### src/rtl/display_scan_scheduler.sv
// ---------------------------------------------------------------------------
// display_scan_scheduler
//
// Purpose:
//   Time-multiplexes NUM_CH 4-bit channel values through a single, external,
//   purely combinational Convertidor_Display instance. The converter maps a
//   value 0-15 to two 7-segment patterns: HEX0 is the units digit and HEX1 is
//   the tens digit. This block scans 2*NUM_CH digit positions, lighting one
//   digit at a time for DWELL clock cycles.
//
//   Channel updates arrive on a valid/ready write port. They are held as a
//   single pending write and only applied at a frame boundary, so a frame is
//   never drawn with a mix of old and new values.
//
// Ports:
//   clk          in   1          system clock, rising edge
//   rst          in   1          synchronous reset, active-high
//   wr_valid     in   1          write request
//   wr_ready     out  1          write accepted when wr_valid & wr_ready
//   wr_idx       in   8          target channel (out-of-range writes dropped)
//   wr_data      in   4          new channel value
//   conv_number  out  4          to converter input `number`
//   conv_hex0    in   7          from converter HEX0 (active-low segments)
//   conv_hex1    in   7          from converter HEX1 (active-low segments)
//   seg          out  7          segment drive, active-low (7'h7F = blank)
//   an           out  2*NUM_CH   digit enable, one-hot, active-high
//   frame_done   out  1          1-cycle pulse at the end of each full scan
//
// Configuration macro:
//   DISPLAY_BLANK_LEADING_EN  when defined, the tens digit is blanked for
//                             values below 10. The tens slot still takes its
//                             full dwell time so the scan rate is unchanged.
// ---------------------------------------------------------------------------
module display_scan_scheduler #(
  parameter int NUM_CH  = 2,
  parameter int DWELL   = 50000,
  parameter int DWELL_W = 16
) (
  input  logic                  clk,
  input  logic                  rst,
  input  logic                  wr_valid,
  output logic                  wr_ready,
  input  logic [7:0]            wr_idx,
  input  logic [3:0]            wr_data,
  output logic [3:0]            conv_number,
  input  logic [6:0]            conv_hex0,
  input  logic [6:0]            conv_hex1,
  output logic [6:0]            seg,
  output logic [2*NUM_CH-1:0]   an,
  output logic                  frame_done
);

  localparam int                 CH_W       = (NUM_CH > 1) ? $clog2(NUM_CH) : 1;
  localparam int                 AN_W       = 2 * NUM_CH;
  localparam logic [DWELL_W-1:0] DWELL_LAST = DWELL_W'(DWELL - 1);
  localparam logic [CH_W-1:0]    CH_LAST    = CH_W'(NUM_CH - 1);
  localparam logic [6:0]         SEG_BLANK  = 7'h7F;

  // S_LOAD presents the channel value to the converter with all digits dark,
  // S_CAP latches the converter result, S_LO / S_HI light the units and tens
  // digit of the current channel.
  typedef enum logic [1:0] {
    S_LOAD,
    S_CAP,
    S_LO,
    S_HI
  } state_t;

  state_t              state;
  state_t              state_next;
  logic [CH_W-1:0]     ch;
  logic [CH_W-1:0]     ch_next;
  logic [DWELL_W-1:0]  dwell_cnt;
  logic [DWELL_W-1:0]  dwell_next;

  logic [3:0]          vals [NUM_CH];
  logic [6:0]          hex0_r;
  logic [6:0]          hex1_r;
  logic [6:0]          cap_hex1;

  logic                pending;
  logic [CH_W-1:0]     pend_idx;
  logic [3:0]          pend_data;

  logic [3:0]          conv_next;
  logic [6:0]          seg_next;
  logic [AN_W-1:0]     an_next;
  logic                frame_next;

  logic                wr_fire;
  logic                wr_in_range;
  logic                dwell_last;
  logic                frame_end;

  // Only one write can be outstanding; the port stalls until the pending
  // value has been applied at a frame boundary.
  assign wr_ready    = !pending && !rst;
  assign wr_fire     = wr_valid && wr_ready;
  assign wr_in_range = int'(wr_idx) < NUM_CH;

  assign dwell_last  = (dwell_cnt == DWELL_LAST);
  assign frame_end   = (state == S_HI) && dwell_last && (ch == CH_LAST);

  // Tens-digit pattern that will be latched in S_CAP.
`ifdef DISPLAY_BLANK_LEADING_EN
  assign cap_hex1 = (conv_number < 4'd10) ? SEG_BLANK : conv_hex1;
`else
  assign cap_hex1 = conv_hex1;
`endif

  // Next-state logic. The output registers are loaded from a function of the
  // state being entered, so an/seg always line up with the state register and
  // never glitch. The dwell counter restarts on every state change.
  always_comb begin
    state_next = state;
    ch_next    = ch;
    dwell_next = dwell_cnt + DWELL_W'(1);
    conv_next  = conv_number;
    frame_next = 1'b0;
    an_next    = '0;
    seg_next   = SEG_BLANK;

    case (state)
      S_LOAD: begin
        conv_next  = vals[ch];
        state_next = S_CAP;
      end
      S_CAP: begin
        state_next = S_LO;
      end
      S_LO: begin
        if (dwell_last) begin
          state_next = S_HI;
        end
      end
      S_HI: begin
        if (dwell_last) begin
          state_next = S_LOAD;
          if (ch == CH_LAST) begin
            ch_next    = '0;
            frame_next = 1'b1;
          end else begin
            ch_next = ch + CH_W'(1);
          end
        end
      end
      default: begin
        state_next = S_LOAD;
      end
    endcase

    if (state_next != state) begin
      dwell_next = '0;
    end

    // On the S_CAP -> S_LO edge hex0_r is being written at the same edge, so
    // the units pattern is taken straight from the converter instead.
    case (state_next)
      S_LO: begin
        an_next  = AN_W'(1) << {ch_next, 1'b0};
        seg_next = (state == S_CAP) ? conv_hex0 : hex0_r;
      end
      S_HI: begin
        an_next  = AN_W'(2) << {ch_next, 1'b0};
        seg_next = hex1_r;
      end
      default: begin
        an_next  = '0;
        seg_next = SEG_BLANK;
      end
    endcase
  end

  // State, scan position and registered display outputs.
  always_ff @(posedge clk) begin
    if (rst) begin
      state       <= S_LOAD;
      ch          <= '0;
      dwell_cnt   <= '0;
      conv_number <= '0;
      an          <= '0;
      seg         <= SEG_BLANK;
      frame_done  <= 1'b0;
      hex0_r      <= SEG_BLANK;
      hex1_r      <= SEG_BLANK;
    end else begin
      state       <= state_next;
      ch          <= ch_next;
      dwell_cnt   <= dwell_next;
      conv_number <= conv_next;
      an          <= an_next;
      seg         <= seg_next;
      frame_done  <= frame_next;
      if (state == S_CAP) begin
        hex0_r <= conv_hex0;
        hex1_r <= cap_hex1;
      end
    end
  end

  // Channel values and the single-entry write buffer. A write accepted in the
  // same cycle as a frame boundary cannot collide with an apply, because a
  // write is only accepted while nothing is pending; it simply waits for the
  // next boundary.
  always_ff @(posedge clk) begin
    if (rst) begin
      pending   <= 1'b0;
      pend_idx  <= '0;
      pend_data <= '0;
      for (int i = 0; i < NUM_CH; i++) begin
        vals[i] <= '0;
      end
    end else begin
      if (frame_end && pending) begin
        vals[pend_idx] <= pend_data;
        pending        <= 1'b0;
      end
      if (wr_fire && wr_in_range) begin
        pend_idx  <= wr_idx[CH_W-1:0];
        pend_data <= wr_data;
        pending   <= 1'b1;
      end
    end
  end

endmodule

### config.mk
export PLATFORM = sky130hd
export DESIGN_NAME = display_scan_scheduler
export DESIGN_NICKNAME = d
export VERILOG_FILES = /design/src/rtl/display_scan_scheduler.sv
export SDC_FILE = /design/constraint.sdc
export NUM_CORES = 1
export LEC_CHECK = 0
export CORE_MARGIN = 3
export CORE_UTILIZATION = 40
export DETAILED_ROUTE_END_ITERATION = 10
export MAX_ROUTING_LAYER = met4
export PLACE_DENSITY = 0.68
export SYNTH_ARGS = -nofsm -noshare
export SYNTH_HDL_FRONTEND = slang
export SYNTH_SLANG_ARGS = --single-unit
export TNS_END_PERCENT = 1
### constraint.sdc
create_clock -name clk -period 5.15 [get_ports clk]
set_clock_uncertainty 0.05 [all_clocks]
set_input_delay 1.03 -clock clk [delete_from_list [all_inputs] [get_ports clk]]
set_output_delay 1.03 -clock clk [all_outputs]
set_load 0.1 [all_outputs]
==> metrics.md, run 1 <==
| Metric | Value |
|---|---|
| Ys Warns | 0 |
| GR Util met1 | 18.3% |
| Slowest stage delay, CP | between 400 and 500 ps |
| Crit-path most repeated cell | buf_4 |
| Syn Inst Count | 285 |
| R2r setup slk | 2980 ps |
| Pre-antenna DRT Iters | 4 |
| Largest family of logic cells by synthesized area | simple AND/OR/NAND/NOR gates |
| CP Class | input port to primary output |
| Power share of the sequential group | between 40% and 50% |
| Post-CTS Hold Fix Bufs | 0 |
| # H-tree levels | 3 |
| Port bufs | 45 |
| Clock power frac | between 30 and 40% |
| Crit path arrival time | 2190 ps |
| Total core area | around 6400 µm² |
| Slew Viols, Final | 0 |
| Maximum root-to-sink buffer count | 2 |
| Diode count | 0 |
| Dominant synthesized flop cell | dfxtp_1 |
| Internal Pwr Total | approximately 860 µW |
| DRT iter0 DRCs | 122 |
| Met3 Resource Use GR | 4.33% |
| Hold path endpoint | dwell_cnt[0]$_SDFF_PP0_ |
| Crit. End Element | primary output |
| Hold/Removal Path Class | flop to flop |
| Compound-Gate Fraction of Synth Area | roughly 8.2% |
| Fraction of layout cells with a size suffix above 1 | 8.38% |
| Post-DR vias/cell | 5.03 |
| Largest net degree at the start of global routing | just over 40 |
| Met2 usage | 24.7% |
| Post-synthesis adder-cell area fraction | less than 1% |
| Relative slew margins | 28.1% |
| DR DRC count | 0 |
| Combinational share of power | 15.1% |
| Final nets | 359 |
| Min-delay src | dwell_cnt[0]$_SDFF_PP0_ |
| Leading area contributor after synthesis | dfxtp_1 |
| Mux contribution to synthesized area | 6.32% |
| Number of global-route vias before repair | 2010 |
| Clk sinks | 63 |
| R2R Path Start | dwell_cnt[0]$_SDFF_PP0_ |
| Period utilisation layout | between 60% and 70% |
| Antenna violations before repair | 0 |
| Post-CTS Setup Bufs | 0 |
| Mean Syn Cell Area | roughly 9.5 µm² |
| R2R Path End | vals[1][2]$_SDFFCE_PN0P_ |
| Maxcap violations | 0 |
| Status | complete, no violations |
| Syn Nets | 315 |
| Io pins | 46 |
| Grt peak-use layer | met2 |
| Max IR drop VDD | about 0.15 mV |
| Non-Filler Instances | just over 400 |
| Synth area leaders | dfxtp_1 (41%), edfxtp_1 (8.9%), nor2_1 (8.2%), mux2i_1 (6.3%), xnor2_1 (4.2%) |
| Die area | ~7800 µm² |
| Xor and xnor area share after synthesis | between 4 and 5% |
| Starting Density | about two fifths |
| WHS Path Cells | 1 |
| CP Cell Sequence | clkdlybuf4s50_1, buf_4, nor2_1, buf_4 |
| Unrepaired setup endpoints after global routing | false |
| TNS Setup | 0 ps |
| Post-Route WL | around 5200 µm |
| Routed Antenna Nets | 0 |
| P per Cell Area | approximately 350 nW/µm² |
| # rows | 29 |
| Final Setup Violations | 0 |
| Overflow after GRT | 0 |
| Clock period minus worst slack | 3270 ps |
| Crit start category | input port |
| Worst R2R Path Depth | 5 |
| Crit Path Max Fanout | 40 |
| Via count | about 2100 |
| GPL Wtd Cong | ~0.8 |
| CTS Root Cell | clkbuf_8 |
| CTS Buf Count | 9 |
| Critical Path RT | roughly 4000 ps |
| Avg WL per Cell | approximately 13 µm |
| Area Growth Syn to Fin | 26.4% |
| Crit-path slowest cell | clkdlybuf4s50_1 |
| Seq/Total Area, Yosys | around half |
| Worst slew pin tran | ~1100 ps |
| Top cell family by delay on the critical path | buffers and inverters |
| Net switching power | 339 µW |
| Overall Power | ~1200 µW |
| Die Span X | 88.1 µm |
| Reg clk slew, reported paths | 70 ps |
| CTS tree | done |
| GRT Overall Usage | between 15 and 20% |
| P_leak | 0.00127 µW |
| Die Ht | 88.1 µm |
| Synth Area in Simple Gates | around 28% |
| Final Hold Viols | 0 |
| First-pass GRT wire length | 9140 µm |
| Highest clock rate | 0.306 GHz |
| Cts repair resizes | 0 |
| Flops & latches, synth | 63 |
| Async SR Flop Fraction | 0% |
| Top-count cell post-synth | nor2_1 |
| Commonest cells post-synth | nor2_1 (59), dfxtp_1 (55), nand2_1 (19), mux2i_1 (17), xnor2_1 (13) |
| HPWL Detailed | 3480 µm |
| Cells after DPL | ~400 |
| EDFF count, synth | 8 |
| Synth cell types | 38 |
| Clock Latency Late Sink | between 300 and 400 ps |
| Sw frac | between 20 and 30% |
| Top cell type's share of synthesized area | about two fifths |
| Syn Std Cell Area | roughly 2700 µm² |
| Bufs and invs on worst path | 3 |
[cells in the final DEF (no fill, tap or decap), drive strengths merged, types with 9 or more instances in the layout]
cell type and n:
clkbuf 9, clkdlybuf4s50 44, dfxtp 55, mux2i 17, nand2 19, nor2 61, nor3 12, xnor2 13
[final cells by class]
type	instances	area (µm²)
fill	587	3020
timing repair buffer	46	455
clock inverter	7	96.3
tap	77	96.3
multi-input combinational	205	1280
inverter	4	15.0
clock buffer	9	124
sequential	63	1340
[stage by stage]
step                setup WS, ps  instance area (µm²)  hold slack [ps]  utilization, %
global route                1830                 3410              437            53.0
CTS                         1870                 3410              405            53.0
finish                      1880                 3410              405            53.0
global placement            1900                 3190              381            49.6
detailed placement          1880                 3190              395            49.6
floorplan                   1750                 2690              368               -
[how the worst max path moves through the flow]
stage,start,end,cells after the start
after floorplan,rst,pend_data[0]$_SDFFE_PP0P_,4
after detailed placement,rst,wr_ready,4
after global placement,rst,wr_ready,4
final,rst,wr_ready,4
after CTS,rst,wr_ready,4
after global routing,rst,wr_ready,4
[worst register-to-register path: cells and delay by family, from the launching register on]
kind | cells | cell delay, ps
DFF | 1 | 360
and+or+nand+nor | 3 | 910
AOI/OAI and AO/OA | 1 | 270
adders and majority gates | 1 | 270
[layer usage]
metal	up-vias	routed length, µm
li1	1069	-
met5	-	0
met2	41	2470
met4	0	112
met1	945	2370
met3	11	245
[power groups by stage]
stage,Combinational (µW),Clock [µW],Sequential (µW)
2_1_floorplan,71.3,0,609
3_3_place_gp,180,0,554
3_5_place_dp,182,0,555
4_1_cts,182,482,544
5_1_grt,194,505,548
6_report,181,472,544
[kinds of logic after synthesis]
group	Yosys count
flops	63
simple gates	141
mux	17
compound gates	31
fa+ha+maj	1
buf+inv	17
xor+xnor	15
[flip-flops by register name, indices dropped and copies added (netlist names)]
name	count
pend_data	4
ch	1
an	4
dwell_cnt	16
hex1_r	7
state	2
pend_idx	1
vals	8
conv_number	4
pending	1
hex0_r	7
frame_done	1
seg	7
Note: power is estimated with default switching activity, not from simulation.
==> run 2, diff against run 1 <==
- PLACE_DENSITY: 0.68 -> 0.7
- clock period: 5.15 -> 3 ns (I/O delays scaled with it)
==> run 2 against run 1 <==
  * Design area fell by 1.1%
  * First-iteration DRC count fell by 29%
  * Final cell count is 0.49% higher
  * Global-route usage decreased by 0.31 points
  * Register-to-register slack lost 2100 ps
  * Power is 64% higher
  * Worst hold slack gained 17 ps
  * Die area unchanged
  * Wire length is 0.86% higher
  * Flip-flop and latch count stayed put
==> metrics.md, run 2 (synthesis results as in run 1) <==
| Metric | Value |
|---|---|
| Status | complete, no violations |
| Unrepaired setup endpoints after global routing | false |
| DRT iter0 DRCs | 87 |
| Combinational share of power | between 15 and 20% |
| Total core area | ~6400 µm² |
| Io pins | 46 |
| # H-tree levels | 3 |
| Final WS setup | 728 ps |
| Fraction of layout cells with a size suffix above 1 | 13.7% |
| Clock period minus worst slack | 2270 ps |
| Die area | about 7800 µm² |
| Die Ht | 88.1 µm |
| P_leak | 0.00129 µW |
| Flip-flop count of the largest register after layout | 16 |
| Net switching power | around 580 µW |
| Crit start category | input port |
| Antenna violations before repair | 0 |
| Avg WL per Cell | 12.7 µm |
| Final Setup Violations | 0 |
| Hold/Removal Path Class | flop to flop |
| Reg clk slew, reported paths | about 70 ps |
| HPWL Detailed | 3670 µm |
| Post-DR vias/cell | ~5 |
| Relative slew margins | about 54% |
| Final nets | approximately 360 |
| Post-CTS Setup Bufs | 0 |
| CTS tree | done |
| Most common cell after layout, fill and taps aside | nor2_1 |
| First-pass GRT wire length | ~9000 µm |
| Via count | 2093 |
| Final Hold Viols | 0 |
| GPL Wtd Cong | about 0.85 |
| Starting Density | 41.9% |
| Top reg by flops | dwell_cnt |
| Overflow after GRT | 0 |
| TNS Setup | 0 ps |
| Highest clock rate | between 0.4 and 0.5 GHz |
| Critical Path RT | between 2000 and 2500 ps |
| Period utilisation layout | 75.7% |
| DR DRC count | 0 |
| Power share of the sequential group | between 40% and 50% |
| Number of global-route vias before repair | 2116 |
| Diode count | 0 |
| Commonest non-fill, non-tap cells in the layout | nor2_1 (59), dfxtp_1 (55), clkdlybuf4s50_1 (28) |
| Maximum root-to-sink buffer count | 2 |
| Multi-input logic area | approximately 1300 µm² |
| Crit path arrival time | 1620 ps |
| Largest net degree at the start of global routing | 26 |
| Cts repair resizes | 0 |
| Clock Latency Late Sink | around 340 ps |
| Pre-antenna DRT Iters | 4 |
| # rows | 29 |
| Routed Antenna Nets | 0 |
| Area Growth Syn to Fin | 25.1% |
| Worst slew pin tran | 686 ps |
| Slew Viols, Final | 0 |
| Post-CTS Hold Fix Bufs | 0 |
| Internal Pwr Total | around 1400 µW |
| Max IR drop VDD | 0.307 mV |
| Crit Path Max Fanout | 8 |
| Clk sinks | 63 |
| Largest regs | dwell_cnt (16), vals (8) |
| Clock power frac | 36.6% |
| Maxcap violations | 0 |
| CP Class | input port to primary output |
| Post-Route WL | 5250 µm |
| P per Cell Area | 583 nW/µm² |
| Place WS | around 710 ps |
| Sw frac | 29.3% |
| CTS Buf Count | 9 |
| FF+latch area | between 1000 and 1500 µm² |
| CTS Root Cell | clkbuf_8 |
| Port bufs | 45 |
| Crit. End Element | primary output |
| Die Span X | 88.1 µm |
| GRT Overall Usage | between 10% and 20% |
| Fillcell total | 584 |
==> run 2: worst max-delay path, stage by stage <==
cell	delay (ps)
clkdlybuf4s50_1	530
nor2_1	270
buf_12	210
==> run 2: metrics by stage <==
step | utilization (%) | instance area, µm² | power (µW) | instances | hold WS [ps]
global route | 52.5 | 3370 | 2050 | 413 | 441
floorplan | - | 2690 | 1170 | 285 | 368
finish | 52.5 | 3370 | 1960 | 413 | 422
detailed placement | 49.4 | 3170 | 1270 | 397 | 420
global placement | 49.4 | 3170 | 1260 | 397 | 377
CTS | 52.5 | 3370 | 1990 | 413 | 437
==> run 2: area by class of cell <==
| class | instances | share of cell area, % |
|---|---|---|
| tap | 77 | 2.86 |
| clock buffer | 9 | 3.68 |
| multi-input combinational | 205 | 37.9 |
| sequential | 63 | 39.8 |
| inverter | 4 | 0.446 |
| clock inverter | 7 | 2.15 |
| timing repair buffer | 48 | 13.1 |
==> run 2: path summary, 6_finish.rpt <==
check,startpoint,to,slack (ps),cells after the start
worst max-delay path,rst,wr_ready,730,3
worst min-delay path,dwell_cnt[0]$_SDFF_PP0_,dwell_cnt[0]$_SDFF_PP0_,420,1
worst max register to register,dwell_cnt[0]$_SDFF_PP0_,vals[1][0]$_SDFFCE_PN0P_,840,5
worst min register to register,dwell_cnt[0]$_SDFF_PP0_,dwell_cnt[0]$_SDFF_PP0_,420,1
==> run 2: layer usage <==
| metal | routed length, µm | part of all wire, % | track usage [%] |
|---|---|---|---|
| met3 | 271 | 5.2 | 4.33 |
| met2 | 2450 | 47 | 24.8 |
| met4 | 139 | 2.6 | 9.48 |
| met1 | 2390 | 45 | 16.8 |
| met5 | 0 | 0 | - |
==> run 2: power groups by stage <==
stage / sequential, µW / clock, µW / combinational [µW]
detailed placement: 953 / 0 / 314
floorplan: 1050 / 0 / 122
global route: 940 / 772 / 334
global placement: 951 / 0 / 310
finish: 934 / 719 / 312
CTS: 934 / 741 / 314
